--- config.mk ---
export PLATFORM = sky130hd
export DESIGN_NAME = multicycle_controller
export DESIGN_NICKNAME = d
export VERILOG_FILES = /design/src/rtl/multicycle_controller.sv
export SDC_FILE = /design/constraint.sdc
export NUM_CORES = 1
export LEC_CHECK = 0
export CAP_MARGIN = 30
export CELL_PAD_IN_SITES_DETAIL_PLACEMENT = 1
export CELL_PAD_IN_SITES_GLOBAL_PLACEMENT = 1
export CORE_MARGIN = 8
export CORE_UTILIZATION = 35
export CTS_CLUSTER_DIAMETER = 60
export DETAILED_ROUTE_END_ITERATION = 16
export PLACE_DENSITY_LB_ADDON = 0.1
export REMOVE_ABC_BUFFERS = 1
export SLEW_MARGIN = 20
export SYNTH_ARGS = -nofsm -noshare
export SYNTH_HDL_FRONTEND = slang
export SYNTH_SLANG_ARGS = --single-unit
export TNS_END_PERCENT = 20
--- constraint.sdc ---
create_clock -name clk_i -period 3.9 [get_ports clk_i]
set_clock_uncertainty 0.2 [all_clocks]
set_input_delay 0.585 -clock clk_i [delete_from_list [all_inputs] [get_ports clk_i]]
set_output_delay 0.585 -clock clk_i [all_outputs]
set_load 0.005 [all_outputs]
--- src/rtl/multicycle_controller.sv ---
// ---------------------------------------------------------------------------
// MulticycleController (module multicycle_controller)
//
// Control FSM for the multi-cycle 6-bit-opcode CPU. It walks every
// instruction through FETCH -> DECODE -> EXEC -> (MEM) -> (WB) and handshakes
// with instruction and data memories that may insert wait states. A local
// copy of the opcode is captured on the same edge the datapath IR loads, so
// decode and execute outputs can be derived from it.
//
// Ports
//   clk_i            clock, every state change on the rising edge
//   rst_ni           synchronous reset, active low; forces all outputs to 0
//   instr_i          opcode bits from imem read data
//   imem_ack_i       imem data valid / transfer done
//   dmem_ack_i       dmem transfer done
//   flag_z_i         registered ALU zero flag
//   flag_c_i         registered ALU carry flag
//   imem_req_o       instruction fetch request
//   dmem_req_o       data memory request
//   dmem_we_o        1 = store, meaningful while dmem_req_o is high
//   ir_en_o          load IR (imem_req_o & imem_ack_i)
//   pc_en_o          update PC this cycle
//   pc_sel_o         00 PC+1, 01 PC+offset, 10 constant target
//   alu_op_o         ALU function, always the low IR bits
//   alu_src_const_o  0 = register operand B, 1 = immediate
//   flags_en_o       latch ALU flags
//   rf_we_o          register file write enable
//   rf_wsel_o        0 = ALU result, 1 = memory data
//   halted_o         in HALT state
//   error_o          in ERROR state (sticky until reset)
// ---------------------------------------------------------------------------
module multicycle_controller #(
   parameter int ALU_OP_W    = 3,
   parameter int MEM_TIMEOUT = 16,
   parameter int CNT_W       = 5
) (
   input  logic                clk_i,
   input  logic                rst_ni,
   input  logic [5:0]          instr_i,
   input  logic                imem_ack_i,
   input  logic                dmem_ack_i,
   input  logic                flag_z_i,
   input  logic                flag_c_i,
   output logic                imem_req_o,
   output logic                dmem_req_o,
   output logic                dmem_we_o,
   output logic                ir_en_o,
   output logic                pc_en_o,
   output logic [1:0]          pc_sel_o,
   output logic [ALU_OP_W-1:0] alu_op_o,
   output logic                alu_src_const_o,
   output logic                flags_en_o,
   output logic                rf_we_o,
   output logic                rf_wsel_o,
   output logic                halted_o,
   output logic                error_o
);

   typedef enum logic [2:0] {
      StFetch,
      StDecode,
      StExec,
      StMem,
      StWb,
      StHalt,
      StError
   } state_e;

   state_e           state_q, state_d;
   logic [5:0]       ir_q, ir_d;
   logic [CNT_W-1:0] waitCnt_q, waitCnt_d;

   logic isR, isI, isMem, isLdm, isStm, isJcond, isJmp, isHalt, isIllegal;
   logic jcondTaken;
   logic waitLimit;

   // Opcode classes decoded from the captured IR copy. Anything that matches
   // none of the legal classes (bad MEM function codes, 1101xx, 1110xx and
   // 1111xx other than all-ones) is treated as illegal.
   assign isR       = (ir_q[5:4] == 2'b00);
   assign isI       = (ir_q[5:4] == 2'b01);
   assign isMem     = (ir_q[5:3] == 3'b100);
   assign isLdm     = isMem && (ir_q[2:0] == 3'b000);
   assign isStm     = isMem && (ir_q[2:0] == 3'b001);
   assign isJcond   = (ir_q[5:3] == 3'b101);
   assign isJmp     = (ir_q[5:2] == 4'b1100);
   assign isHalt    = (ir_q == 6'b111111);
   assign isIllegal = !(isR || isI || isLdm || isStm || isJcond || isJmp || isHalt);

   // The wait that would bring the counter up to MEM_TIMEOUT without an ack
   // is the last one tolerated; an ack in that same cycle still completes.
   assign waitLimit = (waitCnt_q == CNT_W'(MEM_TIMEOUT - 1));

   // Branch condition for JZ/JNZ/JC/JNC, evaluated on the flags seen in EXEC.
   always_comb begin
      jcondTaken = 1'b0;
      case (ir_q[2:1])
         2'b00:   jcondTaken = flag_z_i;
         2'b01:   jcondTaken = !flag_z_i;
         2'b10:   jcondTaken = flag_c_i;
         default: jcondTaken = !flag_c_i;
      endcase
   end

   // State, IR copy and wait counter. The IR copy follows the datapath IR,
   // loading whenever a fetch is acknowledged.
   always_ff @(posedge clk_i) begin
      if (!rst_ni) begin
         state_q   <= StFetch;
         ir_q      <= '0;
         waitCnt_q <= '0;
      end else begin
         state_q   <= state_d;
         ir_q      <= ir_d;
         waitCnt_q <= waitCnt_d;
      end
   end

   // Next-state logic. The wait counter only survives while a request is
   // pending without ack; every other cycle clears it, so it is always zero
   // on entry to FETCH or MEM.
   always_comb begin
      state_d   = state_q;
      waitCnt_d = '0;
      ir_d      = ir_q;
      case (state_q)
         StFetch: begin
            if (imem_ack_i) begin
               ir_d    = instr_i;
               state_d = StDecode;
            end else if (waitLimit) begin
               state_d = StError;
            end else begin
               waitCnt_d = waitCnt_q + CNT_W'(1);
            end
         end
         StDecode: begin
            if (isIllegal) begin
               state_d = StError;
            end else if (isHalt) begin
               state_d = StHalt;
            end else begin
               state_d = StExec;
            end
         end
         StExec: begin
            if (isR || isI) begin
               state_d = StWb;
            end else if (isMem) begin
               state_d = StMem;
            end else begin
               state_d = StFetch;
            end
         end
         StMem: begin
            if (dmem_ack_i) begin
               state_d = isLdm ? StWb : StFetch;
            end else if (waitLimit) begin
               state_d = StError;
            end else begin
               waitCnt_d = waitCnt_q + CNT_W'(1);
            end
         end
         StWb:    state_d = StFetch;
         StHalt:  state_d = StHalt;
         StError: state_d = StError;
         default: state_d = StFetch;
      endcase
   end

   // Output decode from state and IR. Everything is held at zero while reset
   // is asserted so a request in flight drops in the reset cycle itself.
   // ir_en and the STM completion PC update are the only ack-dependent terms.
   always_comb begin
      imem_req_o      = 1'b0;
      dmem_req_o      = 1'b0;
      dmem_we_o       = 1'b0;
      ir_en_o         = 1'b0;
      pc_en_o         = 1'b0;
      pc_sel_o        = 2'b00;
      alu_op_o        = '0;
      alu_src_const_o = 1'b0;
      flags_en_o      = 1'b0;
      rf_we_o         = 1'b0;
      rf_wsel_o       = 1'b0;
      halted_o        = 1'b0;
      error_o         = 1'b0;
      if (rst_ni) begin
         alu_op_o = ir_q[ALU_OP_W-1:0];
         case (state_q)
            StFetch: begin
               imem_req_o = 1'b1;
               ir_en_o    = imem_ack_i;
            end
            StExec: begin
               alu_src_const_o = isI || isMem;
               flags_en_o      = isR || isI;
               if (isJmp) begin
                  pc_en_o  = 1'b1;
                  pc_sel_o = 2'b10;
               end else if (isJcond) begin
                  pc_en_o  = 1'b1;
                  pc_sel_o = jcondTaken ? 2'b01 : 2'b00;
               end
            end
            StMem: begin
               dmem_req_o = 1'b1;
               dmem_we_o  = isStm;
               pc_en_o    = isStm && dmem_ack_i;
            end
            StWb: begin
               rf_we_o   = 1'b1;
               rf_wsel_o = isLdm;
               pc_en_o   = 1'b1;
            end
            StHalt:  halted_o = 1'b1;
            StError: error_o  = 1'b1;
            default: ;
         endcase
      end
   end

endmodule

Word-level counts from Yosys, hierarchy flattened --
Cells that the tools add are included.
Storage, ports and cells: logic and storage cells 80, bits in latches 0, memory bits (writable) 0, ROM bits 0, memories kept 0, flip-flop bits (word level) 14, bits of input ports 12
Cells by class: shifts and indexed selects 0, add/sub/neg operators 1, bitwise logic cells 0, magnitude comparators 0, divide/modulo/power cells 0, equal/unequal tests 15, multiplexer cells 44, reductions and logical operators 17, $mul 0
Operator list (number):
- $mux W1 | 25
- $mux W3 | 8
- $pmux W3 S6 | 1
- $eq A3 B3 Y1 const B | 5
- $mux W5 | 3
- $pmux W5 S2 | 1
- $mux W2 | 4
- $logic_or A1 B1 Y1 | 7
- $eq A3 B1 Y1 const B | 2
- $eq A3 B2 Y1 const B | 2
- $eq A6 B6 Y1 const B | 1
- $logic_not A3 Y1 | 2
- $pmux W1 S3 | 2
- $add A5 B1 Y5 const B | 1
- $eq A5 B4 Y1 const B | 1
- $eq A2 B1 Y1 const B | 2
- $eq A4 B4 Y1 const B | 1
- $logic_not A2 Y1 | 2
- $logic_and A1 B1 Y1 | 3
- $eq A2 B2 Y1 const B | 1
- $logic_not A1 Y1 | 2
- $reduce_and A2 Y1 | 1

Longest topological paths before layout --
depth after elaboration 9, depth in mapped cells 6, gate-level depth less buffers 5

Worst setup path before layout --
No wires, ideal clock.
path kind register to output, start point register ir_q[5], end point output port pc_en_o, slack 1.880 ns, stages on the path, launching flop included 4, arrival time 1.235 ns, cell sequence dfxtp_1 -> or3b_4 -> nor3b_2 -> a32o_1
On the way: longest elaborated chain between the ends 5, elaborated cells between the ends (all ways) 9, classes of those cells eq/ne (3); mux (4); reduce/logical (2)
RTL lines:
- from (decl) | RTL line 70 | logic [5:0] ir_q, ir_d;
- from (signal assigned) | RTL line 114 | ir_q <= ir_d;
- $eq A3 B3 Y1, on equally long branches | RTL line 85, 82
- $mux W1 or $logic_and A1 B1 Y1 (tied branches) | RTL line 201, 84
- $mux W1 or $logic_and A1 B1 Y1 (tied branches) | RTL line 198, 209
- $pmux W1 S3 * | RTL line 190 | case (state_q)
- $mux W1 * | RTL line 188 | if (rst_ni) begin
- to (decl) | RTL line 48 | output logic pc_en_o,
Mark *: on every way between the ends. The rest lies on a longest branch, timed or not.

Worst setup path after layout --
start point input port rst_ni, end point output port pc_sel_o[1]
On the way: longest elaborated chain between the ends 1
RTL lines:
- from (decl) | RTL line 38 | input logic rst_ni,
- $mux W2 | RTL line 188
- to (decl) | RTL line 49 | output logic [1:0] pc_sel_o,
No other way between the ends.

==> summary.md <==
| Metric | Value |
|---|---|
| Status | finished, final reports clean |
| Total GRT Usage | 0.121 |
| Final Cycle Share | 0.836 |
| Adder-cell share of the synthesized area | 0.0136 |
| Die width | approximately 67 microns |
| Fin Setup TNS | 0 ps |
| H-tree Lvls | 1 |
| Clock buffer count from CTS | 3 |
| Row cnt | 18 |
| CP max FO | 5 |
| HP Class | reg2reg |
| Clock sink count | 14 |
| Critical path arrival | roughly 2500 ps |
| Post-synthesis sequential area ratio | 0.305 |
| Mapped Area | ~900 sq um |
| Root buffer cell | clkbuf_4 |
| Critical R2R Launch | waitCnt_q[0] |
| Pwr/cell area | between 300 and 400 nW/um^2 |
| Peak supply drop | 0.000224 V |
| Relative max-transition margin | 0.703 |
| Clock power share | 0.274 |
| Clock slew seen by the registers of the worst setup and hold paths | 90 ps |
| Worst setup margin | ~640 ps |
| Area growth from synthesis to layout | 35.4% |
| First-pass GRT wire length | between 4 and 5 mm |
| First-iteration detailed-routing DRC count | 18 |
| Placement Cell Area | roughly 1200 sq um |
| Layout fillers | 320 |
| Worst Setup SP | rst_ni |
| Final Setup Violations | 0 |
| CTS tree | done |
| Final Max Slew Viols | 0 |
| Ports | 28 |
| Vias in the first global route | a little over 900 |
| Clk_lat worst skew | between 200 and 300 ps |
| Yosys Warn Count | 0 |
| CP Capture Type | output pin |
| Avg WL per Cell | between 15 and 20 microns |
| Bufs on Longest Clock Path | 2 |
| Vias per cell | ~5.3 |
| Syn_area_per_cell | between 7 and 8 sq um |
| Most frequent cells in the layout | 27 x clkdlybuf4s50_1, 14 x dfxtp_1, 13 x nor2_1 |
| Hold path start | waitCnt_q[4] |
| GRT Residual Overflow | 0 |
| Sw Share | 0.316 |
| Post-Synthesis Cells | about 120 |
| Worst slew pin tran | between 400 and 500 ps |
| Share of cells above drive strength 1 | 0.0629 |
| Multi-input logic area | just under 600 sq um |
| Final HPWL DP | 2.12 mm |
| WL final | approximately 2.6 mm |
| FF+latch count, synth | 14 |
| Largest net degree at the start of global routing | 16 |
| RePlAce Congestion | around 0.90 |
| Detailed-route DRC error count | 0 |
| Switch Pwr | roughly 120 uW |
| Via count | ~910 |
| Core area | 2480 sq um |
| Pre-CTS setup slack | between 600 and 700 ps |
| RSZ-0062 raised after global routing | false |
| Hold Fails Final Rpt | 0 |
| Combinational share of power | 0.272 |
| Post-Layout Inst Area | 1240 sq um |
| Synth Area in Simple Gates | 0.392 |
| Die Y | roughly 67 microns |
| Crit Path Category | in2out |
| XOR/XNOR Fraction of Synth Area | 0.0286 |
| Post-cts sizing count | 0 |
| Starting density of the core | 0.371 |
| Req. time, crit path | between 3000 and 4000 ps |
| Commonest non-fill, non-tap cell in the layout | clkdlybuf4s50_1 |
| Multiplexer area fraction after synthesis | 0.0763 |
| Initial antenna violation count | 0 |
| Setup Fix Bufs, Post-CTS | 0 |
| Period minus WS final | 3260 ps |
| Cts hold-fix bufs | 0 |
| I/O Buffers | 27 |
| Die area | 4520 sq um |
| Seq pwr share | 0.454 |
| CP Launch Type | primary input |
| Antenna diode count | 0 |
| Maxcap violations | 0 |
| Synth unique cells | 37 |
| Largest family of logic cells by synthesized area | simple AND/OR/NAND/NOR gates |
| Internal power | 269 uW |
| Final net count | around 160 |
| LEAKAGE | 0.449 nW |
| Register area | approximately 280 sq um |
| Complex-gate fraction of the synthesized area | 0.139 |
| Pre-antenna DRT Iters | 4 |
| Post-route ant nets | 0 |
| Fmax | 0.307 GHz |
power groups by stage:
stage	Clock (mW)	Sequential, mW	Combinational [mW]
2_1_floorplan	0	0.175	0.0656
3_3_place_gp	0	0.182	0.105
3_5_place_dp	0	0.181	0.107
4_1_cts	0.112	0.178	0.108
5_1_grt	0.120	0.182	0.119
6_report	0.108	0.178	0.107
path summary, 6_finish.rpt:
check	endpoint	slack, ps	cells past startpoint
worst max-delay path	pc_sel_o[1]	640	5
worst min-delay path	waitCnt_q[4]	260	2
worst max register to register	state_q[2]	2170	5
worst min register to register	waitCnt_q[4]	260	2
sequential cells by signal (all words and copies together), names as in the netlist:
signal	cells
ir_q	6
state_q	3
waitCnt_q	5
cells in the mapped netlist (all sizes together):
| master | count | share of area |
|---|---|---|
| dfxtp | 14 | 0.31 |
| buf | 4 | 0.025 |
| o31a | 1 | 0.0095 |
| o21ai | 3 | 0.016 |
| a31oi | 1 | 0.0068 |
| inv | 4 | 0.016 |
| and4b | 1 | 0.011 |
| nor4 | 1 | 0.0068 |
| o211ai | 3 | 0.025 |
| nor2b | 12 | 0.084 |
| nor3b | 1 | 0.014 |
| nand4 | 1 | 0.0068 |
| o221ai | 1 | 0.016 |
| a21boi | 1 | 0.0082 |
| and2 | 4 | 0.027 |
| a32oi | 1 | 0.0095 |
| and3b | 1 | 0.0095 |
| a21oi | 5 | 0.027 |
| xnor2 | 1 | 0.0095 |
| ha | 1 | 0.014 |
| nor3 | 6 | 0.033 |
| or2 | 1 | 0.0068 |
| nand2 | 9 | 0.037 |
| and4 | 2 | 0.019 |
| nand3 | 2 | 0.011 |
| a41oi | 1 | 0.0095 |
| xor2 | 2 | 0.019 |
| a32o | 1 | 0.011 |
| nor2 | 13 | 0.053 |
| clkbuf | 1 | 0.0041 |
| or3b | 1 | 0.012 |
| and3 | 3 | 0.020 |
| mux2i | 7 | 0.076 |
| nand2b | 6 | 0.041 |
critical path: stages:
cell	delay, ps
clkdlybuf4s50_1	560
nor2b_1	310
nand2_1	180
nor4_1	280
clkdlybuf4s50_1	560
metrics by stage:
stage | hold slack, ps | total power, mW | util | cells
final | 257 | 0.393 | 0.502 | 173
after floorplan | 219 | 0.241 | - | 111
after CTS | 266 | 0.398 | 0.502 | 173
after global placement | 238 | 0.287 | 0.487 | 169
after detailed placement | 250 | 0.289 | 0.487 | 169
after global routing | 286 | 0.421 | 0.502 | 173
final cells by class:
type / count / share of cell area
multi-input cells: 93 / 0.480
flip-flops and latches: 14 / 0.225
repair buffers: 28 / 0.223
well taps: 30 / 0.0302
clock buffers: 4 / 0.0292
inverters: 4 / 0.0121
logic make-up after synthesis:
| logic type | count (synthesis) |
|---|---|
| multiplexers | 7 |
| adder cells (fa/ha/maj) | 1 |
| XOR/XNOR | 3 |
| flip-flops | 14 |
| AND/OR/NAND/NOR | 64 |
| AO/OA/AOI/OAI | 18 |
| buffers and inverters | 9 |
routing by layer:
layer	part of all wire	GRT usage
met3	0.060	0.0232
met1	0.49	0.162
met4	0.014	0.0548
met5	0	0
met2	0.44	0.184
Power figures use the tool's default switching activity.
